`src/rtl/hex_7seg_pkg.sv`:
```
// hex_7seg_pkg: active-high seven-segment patterns, bit order g,f,e,d,c,b,a
package hex_7seg_pkg;
   localparam logic [6:0] PAT_0 = 7'h3F;
   localparam logic [6:0] PAT_1 = 7'h06;
   localparam logic [6:0] PAT_2 = 7'h5B;
   localparam logic [6:0] PAT_3 = 7'h4F;
   localparam logic [6:0] PAT_4 = 7'h66;
   localparam logic [6:0] PAT_5 = 7'h6D;
   localparam logic [6:0] PAT_6 = 7'h7D;
   localparam logic [6:0] PAT_7 = 7'h07;
   localparam logic [6:0] PAT_8 = 7'h7F;
   localparam logic [6:0] PAT_9 = 7'h6F;
   localparam logic [6:0] PAT_A = 7'h77;
   localparam logic [6:0] PAT_B = 7'h7C;
   localparam logic [6:0] PAT_C = 7'h39;
   localparam logic [6:0] PAT_D = 7'h5E;
   localparam logic [6:0] PAT_E = 7'h79;
   localparam logic [6:0] PAT_F = 7'h71;
   localparam logic [6:0] SEG_ALL_ON  = 7'h7F;
   localparam logic [6:0] SEG_ALL_OFF = 7'h00;
endpackage

```
`src/rtl/hex_7seg_lut.sv`:
```
// hex_7seg_lut: combinational hex digit to active-high segment pattern
module hex_7seg_lut
   import hex_7seg_pkg::*;
(
   input  logic [3:0] x,
   output logic [6:0] pat
);
   always_comb begin
      pat = SEG_ALL_OFF;
      case (x)
         4'h0: pat = PAT_0;
         4'h1: pat = PAT_1;
         4'h2: pat = PAT_2;
         4'h3: pat = PAT_3;
         4'h4: pat = PAT_4;
         4'h5: pat = PAT_5;
         4'h6: pat = PAT_6;
         4'h7: pat = PAT_7;
         4'h8: pat = PAT_8;
         4'h9: pat = PAT_9;
         4'hA: pat = PAT_A;
         4'hB: pat = PAT_B;
         4'hC: pat = PAT_C;
         4'hD: pat = PAT_D;
         4'hE: pat = PAT_E;
         4'hF: pat = PAT_F;
         default: pat = SEG_ALL_OFF;
      endcase
   end
endmodule

```
`src/rtl/hex_7seg.sv`:
```
// hex_7seg: registered hex display driver with lamp-test/blank overrides and selectable polarity
module hex_7seg
   import hex_7seg_pkg::*;
#(
   parameter bit ACTIVE_LOW = 1
) (
   input  logic       clk,
   input  logic       rst,
   input  logic [3:0] X,
   input  logic       en,
   input  logic       blank,
   input  logic       lamp_test,
   output logic [6:0] SEG
);
   localparam logic [6:0] MASK = ACTIVE_LOW ? 7'h7F : 7'h00;
   logic [6:0] pat, nxt;
   hex_7seg_lut u_lut (.x(X), .pat(pat));
   always_comb nxt = lamp_test ? SEG_ALL_ON : blank ? SEG_ALL_OFF : pat;
   // Overrides load even with en=0 so their pattern persists after release
   always_ff @(posedge clk)
      if (rst) SEG <= SEG_ALL_OFF ^ MASK;
      else if (lamp_test || blank || en) SEG <= nxt ^ MASK;
endmodule

```
`config.mk`:
```
export PLATFORM = sky130hd
export DESIGN_NAME = hex_7seg
export DESIGN_NICKNAME = d
export VERILOG_FILES = /design/src/rtl/hex_7seg_pkg.sv /design/src/rtl/hex_7seg_lut.sv /design/src/rtl/hex_7seg.sv
export SDC_FILE = /design/constraint.sdc
export NUM_CORES = 1
export LEC_CHECK = 0
export ABC_CLOCK_PERIOD_IN_PS = 1310
export CAP_MARGIN = 20
export CORE_AREA = 8 8 45 47
export CTS_BUF_LIST = sky130_fd_sc_hd__clkbuf_8
export CTS_CLUSTER_DIAMETER = 120
export DETAILED_ROUTE_END_ITERATION = 12
export DIE_AREA = 0 0 53 55
export GPL_TIMING_DRIVEN = 0
export PLACE_DENSITY = 0.71
export SKIP_LAST_GASP = 1
export SLEW_MARGIN = 20
export SYNTH_ARGS = -nofsm -noshare
export SYNTH_HDL_FRONTEND = slang
export SYNTH_SLANG_ARGS = --single-unit
```
`constraint.sdc`:
```
create_clock -name clk -period 1.31 [get_ports clk]
set_input_delay 0.262 -clock clk [delete_from_list [all_inputs] [get_ports clk]]
set_output_delay 0.262 -clock clk [all_outputs]
set_load 0.02 [all_outputs]
```
== Word-level counts from Yosys, hierarchy flattened ==
Memory sizes are Yosys's and may differ from the RTL's.
Cells that the tools add are included.

* Mux-type cells: 2
* Bitwise logic cells: 1
* Reductions and logical operators: 2

{| class="wikitable"
|+ Operator list
! cell !! number
|-
| $mux 7 || 2
|-
| $not 7->7 || 1
|-
| $logic_or 1x1->1 || 2
|}

* Register bits: 7
* ROM bits: 112
* Input bits: 9
* Output and inout bits: 7
* Word-level logic and storage cells: 7
* Memories: 1

{| class="wikitable"
|+ Memories
! memory !! depth !! width !! rd ports !! clocked after memory_dff !! wr ports !! RTL line !! source
|-
| (name not given) || 16 || 7 || 1 || 0 || 0 || hex_7seg_lut.sv:10 || <nowiki>case (x)</nowiki>
|}

== Longest topological paths before layout ==
Gate-level depths: netlist of the first run.
An unclocked memory read counts as a cell.

* Word-level depth: 4
* Mapped depth: 6
* Depth with buffers taken out: 6

== Hierarchy ==
A second synthesis of the first run with hierarchy kept.

* Cell total of the unflattened synthesis: 64
* Area total of the unflattened synthesis: 585.6 um^2

{| class="wikitable"
|+ Modules (own cells, without submodules)
! module !! times used !! cells an instance !! area an instance (um^2) !! sequential area each (um^2)
|-
| hex_7seg || 1 || 31 || 297.8 || 140.1
|-
| hex_7seg_lut || 1 || 33 || 287.8 || 0.0
|}

== Worst setup path after synthesis of the first run ==
OpenSTA, ideal clock, no wires.

* Path type: input to register
* Start: in X[0]
* End: reg SEG[1]
* Setup time: 123 ps
* Arrival: 1,216 ps
* Required time: 1,187 ps
* Slack: -29 ps
* Cell stages on the path: 6
* Buffers on the path: 0
* Path through: inv_1 ha_1 nor2b_1 o21ai_0 a311oi_1 or2_2

* Word-level cells in the longest chain between the ends: 4

{| class="wikitable"
|+ Ends and longest elaborated chain
! item !! RTL line !! source
|-
| start, declared || hex_7seg.sv:9 || <nowiki>input logic [3:0] X,</nowiki>
|-
| $mem_v2 16x7 || n/a ||
|-
| $mux 7 (2 in series) || hex_7seg.sv:18 || <nowiki>always_comb nxt = lamp_test ? SEG_ALL_ON : blank ? SEG_ALL_OFF : pat;</nowiki>
|-
| $not 7->7 (no source line) || n/a ||
|-
| end signal, assigned || hex_7seg.sv:21 || <nowiki>if (rst) SEG <= SEG_ALL_OFF ^ MASK;</nowiki>
|-
| end signal, assigned || hex_7seg.sv:22 || <nowiki>else if (lamp_test || blank || en) SEG <= nxt ^ MASK;</nowiki>
|-
| end, declared || hex_7seg.sv:13 || <nowiki>output logic [6:0] SEG</nowiki>
|}

Every way passes these cells.
A chain may end at the register's enable or synchronous reset.

== Worst setup path in the final report of the first run ==
* Start: in X[1]
* End: reg SEG[1]

The elaborated chain is that of the path after synthesis.

==> summary.md, run 1 <==
| Metric | Value |
|---|---|
| Fmax achieved | `about 0.79 GHz` |
| Simple-gate share of the synthesized area | `~20%` |
| Via density | `approximately 5.3` |
| Max reg flops | `7` |
| DR top layer | `met3` |
| Cell taking the most area after synthesis | `dfxtp_1` |
| Initial Util | `37.1%` |
| Final period util | `96.1%` |
| Total track usage | `~8.6%` |
| Fill cell count | `~140` |
| Post-CTS Setup Bufs | `0` |
| H-Tree Depth | `1` |
| Fin. Hold Viols | `0` |
| Post-synth cell types | `24` |
| Register area share after synthesis | `a little over a quarter` |
| Synth Area in XOR/XNOR | `0%` |
| Worst endpoint data arrival time | `approximately 1.4 ns` |
| Grt total ovfl | `0` |
| Hold WC Path Type | `input pin to flip-flop` |
| Worst clock skew | `0 ns` |
| # clock sinks | `7` |
| N_diodes | `0` |
| IO Pins | `16` |
| DRT Pass-1 Iters | `4` |
| Post-synth top area share | `a little over a quarter` |
| Worst reg2reg path startpoint | `SEG[5]` |
| Worst-Margin Slew | `roughly 0.28 ns` |
| Post-Layout Cell Count | `96` |
| Die W | `about 53 µm` |
| CP Data Required Time | `1.41 ns` |
| Endpoints failing setup | `0` |
| DRC violations left | `0` |
| Placeable Area | `approximately 0.0014 mm²` |
| CP Buf/Inv Count | `2` |
| Initial antenna violation count | `0` |
| Layout overhead on the synthesized area | `40.7%` |
| CP Cell Sequence | `buf_4 -> inv_2 -> ha_1 -> nor2b_1 -> o21ai_1 -> a311oi_1 -> or2_2` |
| Placed insts | `approximately 90` |
| Worst hold stages | `3` |
| Wirelength, routed | `about 1200 µm` |
| Critical path startpoint category | `input pin` |
| Net Count, Synth | `76` |
| Synth area leaders | `dfxtp_1 (27%), ha_1 (15%), o31ai_1 (5.9%), mux2_2 (4.4%), nand2_1 (4.4%)` |
| Worst skew pair latency | `0.22 ns` |
| Number of cell rows | `14` |
| Crit path kind | `input pin to flip-flop` |
| CTS max path bufs | `2` |
| Vias | `a little over 500` |
| Critical path origin | `X[1]` |
| Synth warnings | `0` |
| DR WL/cell | `approximately 13 µm` |
| VDD IR-drop max | `about 0.0004 V` |
| CP delay by family, top | `simple AND/OR/NAND/NOR gates` |
| Slowest cell on the critical path | `or2_2` |
| Mux cell area share after synthesis | `about 6.3%` |
| Critical Path Sink Type | `flip-flop` |
| Met2 routed wirelength | `601 µm` |
| Most flop-heavy register | `SEG` |
| Post-synthesis compound-gate area fraction | `26.3%` |
| Met3 WL post-DR | `approximately 120 µm` |
| Post-Syn Area | `slightly above 500 µm²` |
| Detailed Place HPWL | `just over 1000 µm` |
| Final min period | `between 1 and 1.5 ns` |
| Max Cap Viol | `0` |
| Layout cells sized above 1 | `21.3%` |
| Die Footprint | `between 0.002 and 0.003 mm²` |
| Worst Path Max Fanout | `5` |
| Biggest registers after layout | `SEG x7` |
| R2r worst-path depth | `2` |
| Pwr Density | `about 960 mW/mm²` |
| Stages on the worst setup path | `7` |
| Global-route wire length before repair | `1950 µm` |
| Pre-CTS setup slack | `-0.694 ns` |
| Num CTS Buffers | `3` |
| Slew Limit Fails | `0` |
| IO buf count | `15` |
| Min-delay src | `blank` |
| Largest net degree at the start of global routing | `11` |
| Routability congestion estimate | `about 0.81` |
| Reg clk slew, reported paths | `~0.04 ns` |
| Max-Slew Margin vs Limit | `80.8%` |
| Met1 wire length | `about 530 µm` |
| Vias in the first global route | `between 400 and 500` |
| Synthesized flop and latch total | `7` |
| Detail Route Antenna Nets | `0` |
| Outcome | `complete, no violations` |
| Final core occ | `around 52%` |
| Synth Area in Adders | `roughly 15%` |
| Clock Tree Root | `clkbuf_8` |
| R2R Setup Slk | `around 0.3 ns` |
| Nets | `96` |
| 1st-iter DRT viols | `7` |
| Cells after Synth | `between 60 and 70` |
| LEAKAGE | `between 0.3 and 0.4 nW` |
| CTS tree | `built` |
| Die height | `55 µm` |
| Setup ws final | `about 0.052 ns` |
| Combinational family with the most area after synthesis | `compound AO/OA/AOI/OAI gates` |
| Synthesized area per cell | `roughly 8.4 µm²` |
| Slowest stage delay, CP | `~0.27 ns` |
worst reg2reg max path, stage by stage (launching register included):
cell	delay, ns
dfxtp_1	0.29
or3_1	0.36
a31o_2	0.24
layout make-up:
type                       count  area (µm²)  share of cell area, %
tap                           16        20.0                   2.77
inverter                       5        18.8                   2.60
timing repair buffer          15         135                   18.7
clock buffer                   3        41.3                   5.72
buffer                         1        11.3                   1.56
multi-input combinational     48         352                   48.7
clock inverter                 1        3.75                  0.520
sequential                     7         140                   19.4
cell usage in the layout, fill, tap and decap left out, types with 3 or more instances in the layout:
master and n:
a21oi_1 3, dfxtp_1 7, ha_1 5, o31ai_1 4
nor2b_1 3, nand2_1 6, dlygate4sd2_1 10, clkbuf_8 3
nor2_1 6, inv_2 4
power breakdown:
group | leakage, nW | internal (mW) | switching (mW) | total [mW]
logic | 0.241 | 0.0760 | 0.0957 | 0.172
clock network | 0.0269 | 0.201 | 0.0810 | 0.282
registers | 0.0587 | 0.231 | 0.00677 | 0.238
per-stage QoR:
stage / TNS, ns / hold slack, ns / power, mW / cell area, µm²
6_report: 0 / 0.472 / 0.692 / 722
5_1_grt: -0.00327 / 0.511 / 0.734 / 722
3_5_place_dp: -4.15 / 0.519 / 0.427 / 683
3_3_place_gp: -3.94 / 0.504 / 0.425 / 683
4_1_cts: 0 / 0.522 / 0.694 / 708
2_1_floorplan: 0 / 0.361 / 0.338 / 513
cell families after synthesis:
family          count (synthesis)
mux                             3
flops                           7
simple gates                   21
buf+inv                         6
fa+ha+maj                       6
compound gates                 18
layer usage:
layer  vias up  GRT usage [%]
met4         0           2.59
met3         0           3.21
met1       228           9.27
li1        261              -
met5         -              0
met2        15           15.4
timing repair:
item,in CTS,in global routing
setup endpoints to repair,14,3
hold buffers,0,0
resized for setup,21,4
cell usage after synthesis:
cell type	n
o21ai_0	2
or2_2	1
dfxtp_1	7
or2b_2	1
o311ai_1	1
a221o_1	2
nor2_1	6
inv_2	2
o31ai_1	4
mux2_2	2
a211oi_1	1
a31o_2	1
a221oi_1	2
a21oi_1	3
nor2b_1	3
nand3_1	1
a311oi_1	2
ha_1	6
mux2i_1	1
inv_1	3
or3_1	1
nor3_1	2
buf_6	1
nand2_1	6
path summary, 6_finish.rpt:
check | end
worst max-delay path | SEG[1]
worst min-delay path | SEG[4]
worst max register to register | SEG[5]
worst min register to register | SEG[2]
No activity file was read; power rests on OpenSTA's default activity.
==> run 2, diff against run 1 <==
Settings changed: ABC_AREA set to 1, CORE_AREA 8 8 45 47 to unset, CORE_MARGIN set to 8, CORE_UTILIZATION set to 43, DIE_AREA 0 0 53 55 to unset, HOLD_SLACK_MARGIN set to 0.15, PLACE_DENSITY 0.71 to 0.76.
==> summary.md, run 2 <==
| Metric | Value |
|---|---|
| P_int | `0.507 mW` |
| 1st-iter DRT viols | `20` |
| Net Count, Synth | `106` |
| Fmax achieved | `a little over 0.8 GHz` |
| Most flop-heavy register | `SEG` |
| Clk pwr share | `between 40% and 50%` |
| Pwr Density | `960 mW/mm²` |
| Initial antenna violation count | `0` |
| IO buf count | `13` |
| Max Cap Viol | `0` |
| DRC violations left | `0` |
| Cells after Synth | `slightly above 90` |
| CP Data Required Time | `between 1 and 1.5 ns` |
| Post-synth cell types | `14` |
| Final period util | `between 90% and 100%` |
| Worst-Margin Slew | `0.296 ns` |
| Vias in the first global route | `approximately 500` |
| Hold WC Path Type | `flip-flop to flip-flop` |
| Placed insts | `119` |
| Synth area leaders | `dfxtp_1 (25%), nand2_1 (24%), nand3_1 (16%), ha_1 (13%), inv_1 (8.7%)` |
| Critical path startpoint category | `input pin` |
| DRT Pass-1 Iters | `4` |
| Worst clock skew | `0 ns` |
| Worst Path Max Fanout | `5` |
| Crit-path most repeated cell | `nand2_1` |
| Critical Path Sink Type | `flip-flop` |
| Synth warnings | `0` |
| Reg power frac | `between 30% and 40%` |
| Fin. Hold Viols | `0` |
| Layout overhead on the synthesized area | `33.9%` |
| Most common cell in the netlist | `nand2_1` |
| LEAKAGE | `about 0.4 nW` |
| Die Footprint | `between 0.002 and 0.003 mm²` |
| # clock sinks | `7` |
| CTS tree | `built` |
| N_diodes | `0` |
| Max reg flops | `7` |
| VDD IR-drop max | `0.000588 V` |
| Post-synth top area share | `between 20% and 30%` |
| Ys async rst share | `0%` |
| Worst endpoint data arrival time | `around 1.4 ns` |
| Final min period | `roughly 1.2 ns` |
| Most instantiated cells after synthesis | `nand2_1 (36), nand3_1 (18), inv_1 (13), dfxtp_1 (7), ha_1 (6)` |
| Slowest cell on the critical path | `clkdlybuf4s50_1` |
| Detail Route Antenna Nets | `0` |
| Nets | `roughly 130` |
| Largest net degree at the start of global routing | `10` |
| DR WL/cell | `between 10 and 15 µm` |
| Met1 Use GR | `around 11%` |
| Synthesized area per cell | `~6.2 µm²` |
| Detailed Place HPWL | `1080 µm` |
| Crit path kind | `input pin to flip-flop` |
| Cell taking the most area after synthesis | `dfxtp_1` |
| Biggest registers after layout | `SEG x7` |
| Max-Slew Margin vs Limit | `around four fifths` |
| Slowest stage delay, CP | `0.47 ns` |
| Comb power frac | `25.5%` |
| Area of the multi-input gates | `355 µm²` |
| IO Pins | `16` |
| Grt total ovfl | `0` |
| Synthesized flop and latch total | `7` |
| Setup TNS | `0 ns` |
| CP Cell Sequence | `clkdlybuf4s50_1 -> nor3_4 -> buf_4 -> nand2_1 -> nand2_1 -> inv_1 -> nand2_1` |
| FF/Latch Area | `140 µm²` |
| Global-route wire length before repair | `between 2000 and 2500 µm` |
| Die height | `~52 µm` |
| Vias | `616` |
| Met3 usage | `roughly 4%` |
| Reg clk slew, reported paths | `around 0.04 ns` |
| Layout cells sized above 1 | `between 10% and 20%` |
| Most heavily used metal layer in global routing | `met2` |
| Number of cell rows | `13` |
| Via density | `4.97` |
| Outcome | `complete, no violations` |
| Num CTS Buffers | `3` |
| Commonest non-fill, non-tap cells in the layout | `nand2_1 (36), nand3_1 (18), inv_1 (12)` |
| Placeable Area | `0.00125 mm²` |
| Wirelength, routed | `1400 µm` |
| RSZ-0062 raised after global routing | `false` |
| Routability congestion estimate | `0.873` |
| CTS max path bufs | `2` |
| Fill cell count | `130` |
| H-Tree Depth | `1` |
| Sw power | `~0.21 mW` |
| Clock Tree Root | `clkbuf_8` |
| Post-Layout Cell Count | `between 100 and 150` |
| Register area share after synthesis | `around a quarter` |
| Post-synth EDFFs | `0` |
| Slew Limit Fails | `0` |
| Endpoints failing setup | `0` |
| Initial Util | `about 45%` |
| Most common cell after layout, fill and taps aside | `nand2_1` |
| Ys flop type | `dfxtp_1` |
| Total track usage | `a little over a tenth` |
| Met2 usage | `between 10% and 20%` |
| Post-Syn Area | `561 µm²` |
| Die W | `between 50 and 60 µm` |
| Switch share | `roughly 30%` |
| Worst skew pair latency | `between 0.2 and 0.25 ns` |
## run 2: routing by layer
| layer | vias to the layer above | routed length (µm) |
|---|---|---|
| met5 | - | 0 |
| met4 | 0 | 23 |
| met3 | 6 | 107 |
| met2 | 27 | 693 |
| met1 | 264 | 572 |
| li1 | 319 | - |
## run 2: worst paths after layout
check | from | to | slack [ns] | cells after the start
worst min register to register | SEG[4] | SEG[4] | 0.46 | 2
worst max register to register | SEG[6] | SEG[6] | 0.69 | 4
worst max-delay path | blank | SEG[3] | 0.09 | 7
worst min-delay path | SEG[4] | SEG[4] | 0.46 | 2
## run 2: worst max-delay path, delay by kind of cell
family | cells | cell delay [ns]
buf+inv | 3 | 0.69
simple gates | 4 | 0.44
## run 2: cell families (layout without fill, tap and decap cells)
family | after synthesis | in the layout | share of synthesized area [%]
and+or+nand+nor | 61 | 61 | 49.1
buffers and inverters | 16 | 34 | 11.6
DFF | 7 | 7 | 25.0
adders and majority gates | 6 | 6 | 13.4
AOI/OAI and AO/OA | 1 | 1 | 0.892
## run 2: layout make-up
class,instances,share of cell area [%]
multi-input cells,68,47.3
flip-flops and latches,7,18.7
clock buffers,3,5.50
clock inverters,1,0.500
plain buffers,2,1.67
inverters,14,7.00
well taps,15,2.50
repair buffers,14,16.8
## run 2: stage by stage
stage,power [mW],hold WS (ns),worst slack [ns],utilization [%],cell area [µm²]
global placement,0.435,0.457,-0.373,56.6,709
global route,0.769,0.485,0.00604,59.9,751
CTS,0.731,0.462,0.0118,59.3,743
detailed placement,0.441,0.455,-0.398,56.6,709
finish,0.721,0.458,0.0889,59.9,751
floorplan,0.359,0.439,0.309,-,561
## run 2: what timing repair did
action / 4_1_cts / 5_1_grt
pin swaps: 1 / 1
setup endpoints to repair: 14 / 5
gates resized for setup: 10 / 1
setup buffers: 0 / 1
hold buffers: 0 / 0
## run 2: power by group through the flow
stage | clock, mW | sequential [mW] | combinational, mW
4_1_cts | 0.308 | 0.241 | 0.183
3_3_place_gp | 0 | 0.244 | 0.191
3_5_place_dp | 0 | 0.245 | 0.196
2_1_floorplan | 0 | 0.267 | 0.0923
6_report | 0.296 | 0.241 | 0.184
5_1_grt | 0.324 | 0.242 | 0.203
==> run 3, diff against run 2 <==
Settings changed: CAP_MARGIN 20 to unset, RECOVER_POWER set to 50.
==> results of run 3 <==
Final layout, timing and power as in run 2 (identical DEF).
